$ cat src/rtl/fm_meas_seq.sv
// rtl/fm_meas_seq.sv - FM demod measurement sequencer: settle, gate window, serial divide
// Define FM_MEAS_CONT_EN to re-enter MEASURE after every result instead of returning to IDLE.
module fm_meas_seq #(
  parameter int unsigned SETTLE_CYCLES = 4096,
  parameter int unsigned GATE_CYCLES   = 32000000,
  parameter int unsigned HYST          = 16,
  parameter int unsigned HZ_PER_LSB    = 100
) (
  input  logic        clk_32m,
  input  logic        rst,
  input  logic        start,
  input  logic        abort,
  input  logic [9:0]  demod_out,
  output logic        demod_en,
  output logic        busy,
  output logic        done,
  output logic        err,
  output logic [12:0] mod_freq,
  output logic [15:0] delta_f,
  output logic [7:0]  mf
);

  localparam int unsigned CNT_MAX = (SETTLE_CYCLES > GATE_CYCLES) ? SETTLE_CYCLES : GATE_CYCLES;
  localparam int CNT_W = (CNT_MAX > 21) ? $clog2(CNT_MAX) : 5;
  localparam logic [CNT_W-1:0] SETTLE_LAST = CNT_W'(SETTLE_CYCLES - 1);
  localparam logic [CNT_W-1:0] GATE_LAST   = CNT_W'(GATE_CYCLES - 1);
  localparam logic [CNT_W-1:0] DIV_LAST    = CNT_W'(20);
  localparam logic [CNT_W-1:0] CNT_ONE     = CNT_W'(1);
  localparam logic [9:0]       LO_TH       = 10'(512 - HYST);
  localparam logic [9:0]       HI_TH       = 10'(512 + HYST);
  localparam logic [7:0]       HZ8         = 8'(HZ_PER_LSB);

  typedef enum logic [2:0] {
    S_IDLE,
    S_SETTLE,
    S_MEASURE,
    S_DIVIDE,
    S_DONE
  } state_t;

  state_t           state_q;
  logic [CNT_W-1:0] cnt_q;
  logic [9:0]       max_q, min_q;
  logic             armed_q;
  logic [12:0]      xcnt_q;
  logic [15:0]      dev_q;
  logic [12:0]      rem_q;
  logic [19:0]      quo_q;
  logic             demod_en_q, busy_q, done_q, err_q;
  logic [12:0]      mod_freq_q;
  logic [15:0]      delta_f_q;
  logic [7:0]       mf_q;

  logic [9:0]  max_d, min_d, vpp;
  logic        armed_d;
  logic [12:0] xcnt_d;
  logic [17:0] prod;
  logic [16:0] dev17;
  logic [15:0] dev_sat;
  logic [13:0] rem_sh;
  logic        fits;
  logic [12:0] rem_d;
  logic [19:0] quo_d;
  logic [7:0]  mf_sat;

  always_comb begin
    max_d   = (demod_out > max_q) ? demod_out : max_q;
    min_d   = (demod_out < min_q) ? demod_out : min_q;
    armed_d = armed_q;
    xcnt_d  = xcnt_q;
    // A crossing needs a visit below the low threshold before the high one.
    if (demod_out < LO_TH) begin
      armed_d = 1'b1;
    end else if (armed_q && (demod_out > HI_TH)) begin
      armed_d = 1'b0;
      if (xcnt_q != 13'h1fff) xcnt_d = xcnt_q + 13'd1;
    end

    vpp     = max_q - min_q;
    prod    = {8'b0, vpp} * {10'b0, HZ8};
    dev17   = 17'(prod >> 1);
    dev_sat = dev17[16] ? 16'hffff : dev17[15:0];

    // Restoring step: remainder stays below the divisor, so 13 bits suffice.
    rem_sh = {rem_q, quo_q[19]};
    fits   = (rem_sh >= {1'b0, xcnt_q});
    rem_d  = fits ? (rem_sh[12:0] - xcnt_q) : rem_sh[12:0];
    quo_d  = {quo_q[18:0], fits};
    mf_sat = (|quo_d[19:8]) ? 8'hff : quo_d[7:0];
  end

  always_ff @(posedge clk_32m) begin
    if (rst) begin
      state_q    <= S_IDLE;
      cnt_q      <= '0;
      max_q      <= '0;
      min_q      <= 10'h3ff;
      armed_q    <= 1'b0;
      xcnt_q     <= '0;
      dev_q      <= '0;
      rem_q      <= '0;
      quo_q      <= '0;
      demod_en_q <= 1'b0;
      busy_q     <= 1'b0;
      done_q     <= 1'b0;
      err_q      <= 1'b0;
      mod_freq_q <= '0;
      delta_f_q  <= '0;
      mf_q       <= '0;
    end else begin
      done_q <= 1'b0;
      if (abort) begin
        state_q    <= S_IDLE;
        demod_en_q <= 1'b0;
        busy_q     <= 1'b0;
      end else begin
        case (state_q)
          S_IDLE: begin
            if (start) begin
              state_q    <= S_SETTLE;
              cnt_q      <= '0;
              max_q      <= '0;
              min_q      <= 10'h3ff;
              xcnt_q     <= '0;
              armed_q    <= 1'b0;
              demod_en_q <= 1'b1;
              busy_q     <= 1'b1;
            end
          end
          S_SETTLE: begin
            if (cnt_q == SETTLE_LAST) begin
              state_q <= S_MEASURE;
              cnt_q   <= '0;
            end else begin
              cnt_q <= cnt_q + CNT_ONE;
            end
          end
          S_MEASURE: begin
            max_q   <= max_d;
            min_q   <= min_d;
            armed_q <= armed_d;
            xcnt_q  <= xcnt_d;
            if (cnt_q == GATE_LAST) begin
              state_q <= S_DIVIDE;
              cnt_q   <= '0;
            end else begin
              cnt_q <= cnt_q + CNT_ONE;
            end
          end
          S_DIVIDE: begin
            if (cnt_q == '0) begin
              dev_q <= dev_sat;
              quo_q <= {dev_sat, 4'b0};
              rem_q <= '0;
              cnt_q <= CNT_ONE;
            end else begin
              if (xcnt_q != '0) begin
                rem_q <= rem_d;
                quo_q <= quo_d;
              end
              // Zero crossings finish after one cycle with the quotient forced to 0.
              if ((xcnt_q == '0) || (cnt_q == DIV_LAST)) begin
                done_q     <= 1'b1;
                mod_freq_q <= xcnt_q;
                delta_f_q  <= dev_q;
                err_q      <= (xcnt_q == '0);
                mf_q       <= (xcnt_q == '0) ? 8'h00 : mf_sat;
`ifdef FM_MEAS_CONT_EN
                state_q    <= S_MEASURE;
                cnt_q      <= '0;
                max_q      <= '0;
                min_q      <= 10'h3ff;
                xcnt_q     <= '0;
                armed_q    <= 1'b0;
`else
                state_q    <= S_DONE;
`endif
              end else begin
                cnt_q <= cnt_q + CNT_ONE;
              end
            end
          end
          S_DONE: begin
            state_q    <= S_IDLE;
            demod_en_q <= 1'b0;
            busy_q     <= 1'b0;
          end
          default: begin
            state_q    <= S_IDLE;
            demod_en_q <= 1'b0;
            busy_q     <= 1'b0;
          end
        endcase
      end
    end
  end

  assign demod_en = demod_en_q;
  assign busy     = busy_q;
  assign done     = done_q;
  assign err      = err_q;
  assign mod_freq = mod_freq_q;
  assign delta_f  = delta_f_q;
  assign mf       = mf_q;

endmodule
$ cat config.mk
export PLATFORM = sky130hd
export DESIGN_NAME = fm_meas_seq
export DESIGN_NICKNAME = d
export VERILOG_FILES = /design/src/rtl/fm_meas_seq.sv
export SDC_FILE = /design/constraint.sdc
export NUM_CORES = 1
export LEC_CHECK = 0
export BUFFER_PORTS_ARGS = -buffer_cell sky130_fd_sc_hd__buf_2
export CORE_UTILIZATION = 35
export CTS_CLUSTER_DIAMETER = 120
export CTS_CLUSTER_SIZE = 28
export DETAILED_ROUTE_END_ITERATION = 8
export PLACE_DENSITY = 0.6
export SLEW_MARGIN = 20
export SYNTH_ARGS = -nofsm -noshare
export SYNTH_HDL_FRONTEND = slang
export SYNTH_SLANG_ARGS = --single-unit
$ cat constraint.sdc
create_clock -name clk_32m -period 5.83 [get_ports clk_32m]
set_input_delay 0.8745 -clock clk_32m [delete_from_list [all_inputs] [get_ports clk_32m]]
set_output_delay 0.8745 -clock clk_32m [all_outputs]
set_load 0.02 [all_outputs]
==> metrics.txt <==
Clock Latency Late Sink=0.43 ns; crit path DAT=5.20 ns; hold_ws=0.448 ns; Primary FF master, synth=dfxtp_1; CTS Buf Count=17; DRC violations left=0; WL final=21.4 mm; Lkg Pwr=0.00416 uW; Clk Tree Root Cell=clkbuf_16; IO Port Bufs=53; # diodes=0; Post-synth EDFFs=0; die height=159 um; CP Cell Sequence=inv_1, ha_1, fa_1, nor2b_1, o21ai_0, a21boi_0, o21ai_0, nand2b_1, xor2_1, ha_1, ha_1, inv_1, fa_1, inv_1, ha_1, nand3_1, o211ai_1, o41ai_1, o21ai_0, xnor2_1, nand3_1, o21ai_0; total I/O pin count=55; Cell Area, Synth=8620 um^2; synthesized area per cell=8.11 um^2; Finished Core Util=40.3%; worst hold stages=2; Max VDD drop=171 uV; Max Root-Sink Buffers=2; Routed Antenna Nets=0; max_cap viols=0; critical path's largest stage delay=0.52 ns; Finished Cell Area=9760 um^2; Layout fillers=2491; Crit-path slowest cell=fa_1; Synth cell types=61; gr usage total=17.4%; post-DR wirelength/cell=14.9 um; DR pass1 iterations=5; Required @ worst endpoint=6.11 ns; fmax=0.203 GHz; Seq cells post-synth=149; TritonCTS Sinks=149; crit path max fanout=5; share of cells above drive strength 1=9.70%; vias in the first global route=7098; Max Used Layer=met4; r2r endpoint=quo_q[19]$_SDFFE_PP0P_; Die Wd=159 um; Worst Skew=0.0125 ns; pwr dens=232 nW/um^2; met3 wire len=743 um; CTS tree=yes; Setup TNS=0 ns; R2R Path Start=max_q[0]$_SDFFE_PP0P_; Syn Nets=1164; cells after synthesis=1063; multi-input logic area=5170 um^2; H-tree depth=4; Core ar.=24200 um^2; Critical Path End=quo_q[19]$_SDFFE_PP0P_; Met2 Wirelength=10.6 mm; largest net degree at the start of global routing=43; worst slew pin tran=0.895 ns; Ys Warns=0; vias=7513; DIE AREA=25300 um^2; Worst slew margin=40.1%; area delta synth->final=13.2%; Worst Setup Start Kind=flip-flop; post-CTS sizing=0; grt ovf=0; clk slew on worst S/H paths=0.07 ns; CP endpoint kind=flip-flop; max-slew violations=0; Vias/cell=5.23; Seq/Total Area, Yosys=34.6%; wl on met1=9.86 mm; dpl hpwl=15.5 mm; post-layout min period=4.91 ns; first-pass GRT wire length=35.8 mm; final worst setup slack=0.916 ns; critical path class=reg -> reg; fraction of registers with async set/reset=0%; period utilization=84.3%; FF-to-FF setup slack=0.92 ns; Hold WC Path Type=reg -> reg; Fin. Hold Viols=0; critical path launch point=max_q[0]$_SDFFE_PP0P_; cts hold-fix bufs=0; Post-DP Area=9180 um^2; Setup violations, final=0; outcome=finished clean; initial antenna violation count=0; Final #Nets=1201; Starting Density=35.6%; worst slack, placed=0.935 ns; final RePlAce weighted congestion=0.820; FF-to-FF path depth=22; FF/Latch Area=2980 um^2; DR iter-0 viols=440; Post-CTS Setup Bufs=0; row cnt=57; RSZ-0062 raised after global routing=false
[report_power, final]
group	switching, uW	internal, uW	leakage, uW
registers	3.94	1020	0.00120
logic	92.3	47.9	0.00269
clock network	488	614	0.000277
total	584	1680	0.00416
[critical path: cells and delay by family, from the launching register on]
family / cells / cell delay [ns]
adder cells (fa/ha/maj): 6 / 2.09
AO/OA/AOI/OAI: 7 / 1.24
XOR/XNOR: 2 / 0.51
AND/OR/NAND/NOR: 4 / 0.45
flip-flops: 1 / 0.33
buffers and inverters: 3 / 0.15
[cells by family after synthesis]
family	share of synthesized area, %
AND/OR/NAND/NOR	22.3
AO/OA/AOI/OAI	16.5
flip-flops	34.6
buffers and inverters	5.50
adder cells (fa/ha/maj)	13.2
XOR/XNOR	5.18
multiplexers	2.67
other	0.0435
[worst min-delay path by stage]
stage / from / end / slack, ns
2_1_floorplan: dev_q[9]$_SDFFE_PP0P_ / delta_f[9]$_SDFFE_PP0P_ / 0.43
3_3_place_gp: mf[7]$_SDFFE_PP0P_ / mf[7]$_SDFFE_PP0P_ / 0.44
3_5_place_dp: mf[7]$_SDFFE_PP0P_ / mf[7]$_SDFFE_PP0P_ / 0.44
4_1_cts: mf[7]$_SDFFE_PP0P_ / mf[7]$_SDFFE_PP0P_ / 0.45
5_1_grt: delta_f[14]$_SDFFE_PP0P_ / delta_f[14]$_SDFFE_PP0P_ / 0.47
6_report: mf[7]$_SDFFE_PP0P_ / mf[7]$_SDFFE_PP0P_ / 0.45
[registers in the layout (all words and copies together), names as in the netlist, 13 cells and up]
name and flops:
xcnt_q 13, mod_freq 13, delta_f 15, rem_q 13
dev_q 15, quo_q 20, cnt_q 25
[layout make-up]
cell class,count,area share [%]
clock inverter,13,1.42
sequential,149,30.6
inverter,72,2.77
multi-input combinational,795,52.9
clock buffer,19,4.54
tap,324,4.15
timing repair buffer,65,3.64
[Yosys cell counts, drive strengths merged, types with 23 or more instances]
master,n,area share (%)
nor2,108,4.8
o21ai,40,2.3
xnor2,28,2.8
nand2,130,5.7
nand3,38,2.2
nor3,23,1.3
xor2,23,2.3
dfxtp,149,35
a21oi,89,5.2
inv,71,3.1
clkbuf,35,1.5
mux2i,23,2.7
nand4,29,2.1
ha,80,12
[layer usage]
layer / vias up / track usage (%)
li1: 3814 / -
met1: 3545 / 21.8
met2: 140 / 30.4
met3: 14 / 2.66
met4: 0 / 5.51
met5: - / 0
[per-stage QoR]
step	power, uW	instances
CTS	2290	1437
global route	2340	1437
detailed placement	1190	1405
global placement	1190	1405
finish	2270	1437
floorplan	1150	1063
[placed cells by master (no fill, tap or decap), types with 8 or more instances in the layout]
cell / netlist / layout
o211ai_1: 15 / 15
xor2_1: 23 / 23
clkbuf_16: 0 / 17
buf_2: 7 / 53
o31ai_1: 13 / 13
nand2_1: 130 / 130
o21ai_0: 40 / 39
a21oi_1: 89 / 89
ha_1: 80 / 80
nand3_1: 38 / 38
inv_1: 71 / 71
dfxtp_1: 149 / 149
and3_1: 14 / 14
o21a_1: 8 / 8
a31oi_1: 11 / 11
nor2_1: 106 / 106
nor4_1: 16 / 16
nor3_1: 23 / 23
mux2i_1: 23 / 23
buf_4: 5 / 12
xnor2_1: 28 / 28
nand4_1: 29 / 29
or3_1: 14 / 14
(Power assumes the default switching activity.)
